File: src/rtl/score_bcd_counter.sv
// Snake score keeper: saturating score counter, session high score, and a sequential
// double-dabble converter that feeds packed BCD of the selected score to the display.
module score_bcd_counter #(
    parameter int SCORE_W   = 14,
    parameter int MAX_SCORE = 9999,
    parameter int POINTS    = 1
) (
    input  logic               clk,
    input  logic               rst_n,
    input  logic               clear,
    input  logic               add_pulse,
    input  logic               show_high,
    output logic [SCORE_W-1:0] score_bin,
    output logic [SCORE_W-1:0] hi_bin,
    output logic [15:0]        bcd_out,
    output logic               bcd_valid,
    output logic               busy
);

    localparam int SH_W   = SCORE_W + 16;
    localparam int ITER_W = $clog2(SCORE_W + 1);

    localparam logic [SCORE_W:0]    MAX_EXT    = (SCORE_W + 1)'(MAX_SCORE);
    localparam logic [SCORE_W:0]    POINTS_EXT = (SCORE_W + 1)'(POINTS);
    localparam logic [ITER_W-1:0]   LAST_ITER  = ITER_W'(SCORE_W - 1);

    typedef enum logic [1:0] {
        IDLE,
        LOAD,
        SHIFT,
        DONE
    } state_t;

    state_t              state;
    state_t              next_state;
    logic [SCORE_W:0]    score_sum;
    logic [SCORE_W-1:0]  src;
    logic [SCORE_W-1:0]  last_src;
    logic                src_changed;
    logic [SH_W-1:0]     shreg;
    logic [SH_W-1:0]     bcd_adj;
    logic [ITER_W-1:0]   iter;

    // One extra bit on the sum so saturation is detected before any wrap.
    assign score_sum   = {1'b0, score_bin} + POINTS_EXT;
    assign src         = show_high ? hi_bin : score_bin;
    assign src_changed = (src != last_src);

    always_ff @(posedge clk or negedge rst_n) begin
        if (!rst_n) begin
            score_bin <= '0;
        end else if (clear) begin
            score_bin <= '0;
        end else if (add_pulse) begin
            score_bin <= (score_sum > MAX_EXT) ? MAX_EXT[SCORE_W-1:0] : score_sum[SCORE_W-1:0];
        end
    end

    always_ff @(posedge clk or negedge rst_n) begin
        if (!rst_n) begin
            hi_bin <= '0;
        end else if (score_bin > hi_bin) begin
            hi_bin <= score_bin;
        end
    end

    always_ff @(posedge clk or negedge rst_n) begin
        if (!rst_n) begin
            state <= IDLE;
        end else begin
            state <= next_state;
        end
    end

    always_comb begin
        next_state = state;
        case (state)
            IDLE:    if (src_changed) next_state = LOAD;
            LOAD:    next_state = SHIFT;
            SHIFT:   if (iter == LAST_ITER) next_state = DONE;
            DONE:    next_state = IDLE;
            default: next_state = IDLE;
        endcase
    end

    always_comb begin
        busy = (state != IDLE);
    end

    // Add-3 correction on every BCD digit before the shift keeps each digit in 0..9.
    always_comb begin
        bcd_adj = shreg;
        for (int k = 0; k < 4; k++) begin
            if (shreg[SCORE_W + 4*k +: 4] >= 4'd5) begin
                bcd_adj[SCORE_W + 4*k +: 4] = shreg[SCORE_W + 4*k +: 4] + 4'd3;
            end
        end
    end

    always_ff @(posedge clk or negedge rst_n) begin
        if (!rst_n) begin
            shreg     <= '0;
            iter      <= '0;
            last_src  <= '0;
            bcd_out   <= 16'h0000;
            bcd_valid <= 1'b1;
        end else begin
            case (state)
                IDLE: begin
                    if (src_changed) begin
                        bcd_valid <= 1'b0;
                    end
                end
                LOAD: begin
                    shreg    <= {16'h0000, src};
                    last_src <= src;
                    iter     <= '0;
                end
                SHIFT: begin
                    shreg <= {bcd_adj[SH_W-2:0], 1'b0};
                    iter  <= iter + ITER_W'(1);
                end
                DONE: begin
                    bcd_out   <= shreg[SH_W-1 -: 16];
                    bcd_valid <= !src_changed;
                end
                default: ;
            endcase
        end
    end

endmodule

File: config.mk
export PLATFORM = sky130hd
export DESIGN_NAME = score_bcd_counter
export DESIGN_NICKNAME = d
export VERILOG_FILES = /design/src/rtl/score_bcd_counter.sv
export SDC_FILE = /design/constraint.sdc
export NUM_CORES = 1
export LEC_CHECK = 0
export CAP_MARGIN = 30
export CORE_ASPECT_RATIO = 1.1
export CORE_UTILIZATION = 35
export DETAILED_ROUTE_END_ITERATION = 16
export PLACE_DENSITY = 0.55
export SYNTH_ARGS = -nofsm -noshare
export SYNTH_HDL_FRONTEND = slang
export SYNTH_SLANG_ARGS = --single-unit
File: constraint.sdc
create_clock -name clk -period 4.6 [get_ports clk]
set_input_delay 0.92 -clock clk [delete_from_list [all_inputs] [get_ports clk]]
set_output_delay 0.92 -clock clk [all_outputs]
set_load 0.01 [all_outputs]
==> flow_summary.toml, run 1 <==
[outcome]
status = "finished, final reports clean"

[grt]
grt_overflow = 0
grtUsageTotal = 0.1699
grt_pass1_vias = 4123
grt_max_degree = 75
grt_pass1_wl_um = 21280
antenna_found_initial = 0

[run]
max-cap-violations = 0

[synth]
synth_edf_count = 0
synthCells = 547
ys_ff_latch = 95
yosysSeqAreaShare = 0.4361
synth_top_area_cell = "dfrtp_1"
syn-mean-instance-area_um2 = 9.971
yosys-top-cells-area = "dfrtp_1 (43%), mux2_2 (9.5%), ha_1 (7.3%), xnor2_1 (3.9%), o21ai_0 (3.1%)"
synth_nets = 584
ys_types = 56
synth_area_um2 = 5454
postSynth.asyncResetShare = 1.000
yosysWarnings = 0
synthFlopType = "dfrtp_1"
netlist.area_leader.share = 0.4313

[floorplanning]
die_y_um = 132.9
io_pins = 51
start_util = 0.3609
die_w_um = 121.0
core_um2 = 15110
dieArea_um2 = 16090
rows = 47

[worst_setup_path]
crit_path_end_kind = "flip-flop"
path_max_fanout = 13
cp.buffers_inverters = 2
crit_chain = "clkdlybuf4s50_1 -> buf_4 -> mux2i_1 -> xnor2_1 -> nor4_1 -> nand4_1 -> nor2_1 -> a21oi_1 -> mux2_2"
cp.required_ps = 4830
startpoint_type = "primary input"
path_delay_family = "buffers and inverters"
cpPeakStageDelay_ps = 980
reg2reg_slack_ps = 1510
crit_arrival_ps = 3590
critical_path_class = "primary input to flip-flop"
critPathSlowestCell = "clkdlybuf4s50_1"

[place]
gp_congestion = 0.8179
place.port_buffers = 50
hpwl_um = 8913

[sta]
report.final.slew_viol_count = 0
fin_crit_ps = 3355
rsz0062_at_grt = "no"
finalHoldViolations = 0
max_freq_mhz = 298.0
holdWs_ps = 360.7
finClkSkew_ps = 10.52
setup_viol = 0
post-route-period-util = 0.7294
tightest_slew_ps = 946.0
max-slew-margin-rel = 0.3693
setup_tns_ps = 0

[final_layout]
fill_cells = 1446
layout.nets = 620
antennaDiodeCount = 0
synthToLayoutAreaGrowth_pct = 17.62
multi_input_area_um2 = 2786
drive_above_1_share = 0.1514
postLayoutCoreUtil = 0.4245
final_common_cell = "dfrtp_1"
final_cell_mix = "dfrtp_1 (94), clkdlybuf4s50_1 (49), mux2_2 (46)"
seq_area_um2 = 2379

[cts]
clock-sinks = 95
cts_tree = "built"
htree_levels = 3
cts-resized-gates = 0
ctsRootBufferMaster = "clkbuf_16"
path_clk_slew_ps = 70
hold_buffers = 0
clockBufferDepth = 2
clk_latency_ps = 350
cts_buffers = 9
post_cts_buffers = 0

[power_and_ir_drop]
p_per_area_nw_per_um2 = 414.5
power_leakage_nw = 2.819
vdd_drop_max_v = 0.0001810

[detailed_routing]
wirelength_um = 12760
avgRoutedWirePerCell_um = 16.27
drt_iter0_drc = 233
num_vias = 4127
viasPerCell = 5.264
ant_nets = 0
drc = 0
firstDrtPassIters = 4

[hold_path]
hp-class = "primary input to asynchronous set/reset pin"
logic make-up (layout without fill, tap and decap cells):
group                    Yosys count  count (layout)  share of synthesized area
AO/OA/AOI/OAI                    114             114                     0.1299
buffers and inverters             72             113                    0.05391
adder cells (fa/ha/maj)           32              32                    0.07341
multiplexers                      62              62                     0.1243
flip-flops                        95              95                     0.4361
AND/OR/NAND/NOR                  141             141                     0.1326
XOR/XNOR                          31              31                    0.04978
area by class of cell:
class	instances	area share
Multi-Input combinational cell	380	0.4344
Inverter	41	0.02399
Clock buffer	9	0.03511
Timing Repair Buffer	56	0.08777
Clock inverter	7	0.009752
Sequential cell	95	0.3708
Tap cell	196	0.03823
flip-flops by register name (all words and copies together) (netlist names):
signal	count
shreg	30
bcd_out	16
hi_bin	14
last_src	14
score_bin	14
iter	4
state	2
bcd_valid	1
metal layers:
metal | up-vias | routed length [µm] | GRT usage | part of all wire
met5 | - | 0 | 0 | 0
met4 | 0 | 355 | 0.08573 | 0.028
met3 | 23 | 422 | 0.02586 | 0.033
met2 | 79 | 6230 | 0.2835 | 0.49
met1 | 2023 | 5749 | 0.2118 | 0.45
li1 | 2002 | - | - | -
power breakdown:
part           internal (W)  switching [W]  total, W  leakage, nW
clock              0.000377       0.000355  0.000732        0.132
sequential         0.000954      0.0000944   0.00105         1.28
combinational      0.000372       0.000505  0.000878         1.40
total               0.00170       0.000955   0.00266         2.82
path summary, 6_finish.rpt:
check	startpoint	depth (start not counted)	end
max in group asynchronous	rst_n	3	last_src[3]
worst min-delay path	rst_n	1	iter[3]
worst max-delay path	show_high	9	state[1]
worst min register to register	shreg[1]	1	shreg[1]
worst max register to register	score_bin[0]	7	score_bin[6]
min in group clk	shreg[1]	1	shreg[1]
cells in the mapped netlist, drive strengths merged (2+ instances only):
library cell / count
buf: 8
o21ai: 34
ha: 32
a21o: 7
nor2: 44
a311o: 3
a32oi: 2
nor4: 6
a21oi: 33
nor2b: 2
nand4: 9
dfrtp: 94
xnor2: 24
inv: 41
nor3: 8
o22ai: 10
mux2: 46
nand2: 33
o32ai: 3
and4: 2
xor2: 7
a31oi: 5
mux2i: 16
o31ai: 2
nand3b: 2
and2: 4
a211oi: 5
clkbuf: 23
and3: 6
nand3: 14
nand2b: 9
metrics by stage:
step | instances | area (µm²) | power, W | setup WS [ps]
global route | 784 | 6415 | 0.002837 | 963.7
detailed placement | 767 | 6100 | 0.001957 | 917.0
global placement | 767 | 6100 | 0.001935 | 987.3
CTS | 783 | 6387 | 0.002697 | 1265
finish | 784 | 6415 | 0.002659 | 1245
floorplan | 547 | 5454 | 0.001700 | 1564
Power figures use the tool's default switching activity.
==> inputs of run 2 (changes only) <==
PLACE_DENSITY = 0.57   (was 0.55)
clock period = 2.9 ns   (was 4.6 ns; I/O delays follow)
==> run 2 against run 1 <==
First-iteration DRC count decreased by 28%. Clock power rose by 64%. Worst hold slack worse by 180 ps. Global-route usage rose by 0.57 points. Wire length rose by 2.1%. Final cell count grew 4.1%. Total power rose by 65%. Register-to-register slack got worse by 1300 ps. Clock skew increased by 4.1 ps. Via count rose by 3.2%. Combinational power increased by 74%. Sequential power up 58%.
==> flow_summary.toml, run 2 (synthesis results as in run 1) <==
[sta]
max-slew-margin-rel = 0.3591
finClkSkew_ps = 14.63
tightest_slew_ps = 961.4
rsz0062_at_grt = "no"
max_freq_mhz = 365.3
post-route-period-util = 0.9439
report.final.slew_viol_count = 0
holdWs_ps = 181.2
finalHoldViolations = 0
fin_crit_ps = 2737
setup_viol = 0

[power_and_ir_drop]
swShare = 0.3605
power.share.clock = 0.274
p_per_area_nw_per_um2 = 657.4
p_sw_w = 0.001584
power_frac_seq = 0.378
vdd_drop_max_v = 0.0003429
p_total_w = 0.004395
power_leakage_nw = 2.996
internal_power_w = 0.002811
pwr-share-comb = 0.348

[floorplanning]
core_um2 = 15110
dieArea_um2 = 16090
die_w_um = 121.0
start_util = 0.3609
die_y_um = 132.9
rows = 47
io_pins = 51

[cts]
clockBufferDepth = 2
path_clk_slew_ps = 80
post_cts_buffers = 0
cts_buffers = 9
ctsRootBufferMaster = "clkbuf_16"
clock-sinks = 95
clk_latency_ps = 370
htree_levels = 3
cts-resized-gates = 0
cts_tree = "built"
hold_buffers = 0

[run]
max-cap-violations = 0

[final_layout]
drive_above_1_share = 0.1984
layout.nets = 652
synthToLayoutAreaGrowth_pct = 22.57
reg_top3 = "shreg (30), bcd_out (16)"
final_common_cell = "dfrtp_1"
antennaDiodeCount = 0
final_cell_mix = "dfrtp_1 (92), clkdlybuf4s50_1 (49), mux2_2 (46)"
largest_reg_flops = 30
multi_input_area_um2 = 2786
seq_area_um2 = 2381
fill_cells = 1416
largest_register = "shreg"

[grt]
grtUsageTotal = 0.1756
grt_max_degree = 60
antenna_found_initial = 0
grt_pass1_vias = 4312
grt_pass1_wl_um = 22000
grt_overflow = 0

[worst_setup_path]
crit_path_end_kind = "flip-flop"
cp.required_ps = 3190
path_max_fanout = 6
crit_arrival_ps = 3030
critical_path_class = "flip-flop to flip-flop"
reg2reg_depth = 8
critPathSlowestCell = "or4_4"
crit_chain = "buf_4 -> and4_4 -> nand2_4 -> or4_4 -> a21oi_2 -> or3b_4 -> a311o_4 -> nor2_2"
startpoint_type = "flip-flop"
cpPeakStageDelay_ps = 510

[outcome]
status = "finished, final reports clean"

[detailed_routing]
drt_iter0_drc = 168
num_vias = 4261
wirelength_um = 13030
firstDrtPassIters = 4
avgRoutedWirePerCell_um = 15.97
ant_nets = 0
viasPerCell = 5.222
drc = 0

[hold_path]
hp-class = "primary input to asynchronous set/reset pin"

[place]
place.port_buffers = 50
hpwl_um = 9502
gp_congestion = 0.8682
-- run 2: cell count changes in the layout (fill, tap and decap cells not counted), sizes merged --
cell	before	now
clkinvlp	3	1
inv	44	45
buf	7	39
clkinv	1	2
-- run 2: area by class of cell --
type | count | area share
Clock buffer | 9 | 0.03369
Clock inverter | 7 | 0.01086
Inverter | 41 | 0.02302
Multi-Input combinational cell | 380 | 0.4168
Sequential cell | 95 | 0.3562
Tap cell | 196 | 0.03668
Timing Repair Buffer | 88 | 0.1228
-- run 2: worst max-delay path: cells and delay by family, from the launching register on --
kind / cells / cell delay, ps
AOI/OAI and AO/OA: 2 / 670
DFF: 1 / 430
buffers and inverters: 1 / 160
and+or+nand+nor: 5 / 1410
-- run 2: final timing paths --
check                                   from             to  slack, ps
worst max-delay path            score_bin[2]  score_bin[11]        160
worst min-delay path                   rst_n    bcd_out[14]        180
worst max register to register  score_bin[2]  score_bin[11]        160
worst min register to register     bcd_valid      bcd_valid        510
max in group asynchronous              rst_n      hi_bin[9]       2030
min in group clk                   bcd_valid      bcd_valid        510
-- run 2: stage by stage --
step / worst slack [ps] / cells / area (µm²) / setup TNS (ps) / util
6_report: 162.7 / 816 / 6685 / 0 / 0.4423
5_1_grt: 45.84 / 816 / 6685 / 0 / 0.4423
4_1_cts: 117.9 / 816 / 6683 / 0 / 0.4422
3_5_place_dp: -67.31 / 800 / 6385 / -111.3 / 0.4225
3_3_place_gp: 27.07 / 800 / 6385 / 0 / 0.4225
2_1_floorplan: 203.6 / 547 / 5454 / 0 / -
-- run 2: power groups by stage --
stage | sequential [W] | combinational (W) | clock, W
floorplan | 0.00166 | 0.00104 | 0
global placement | 0.00168 | 0.00152 | 0
detailed placement | 0.00168 | 0.00155 | 0
CTS | 0.00166 | 0.00156 | 0.00123
finish | 0.00166 | 0.00153 | 0.00120
global route | 0.00169 | 0.00170 | 0.00128
-- run 2: routing by layer --
metal | vias to the layer above | global-route usage | wire length, µm
li1 | 2060 | - | -
met1 | 2103 | 0.2143 | 5825
met2 | 80 | 0.3016 | 6533
met3 | 18 | 0.02888 | 383
met4 | 0 | 0.07819 | 286
met5 | - | 0 | 0
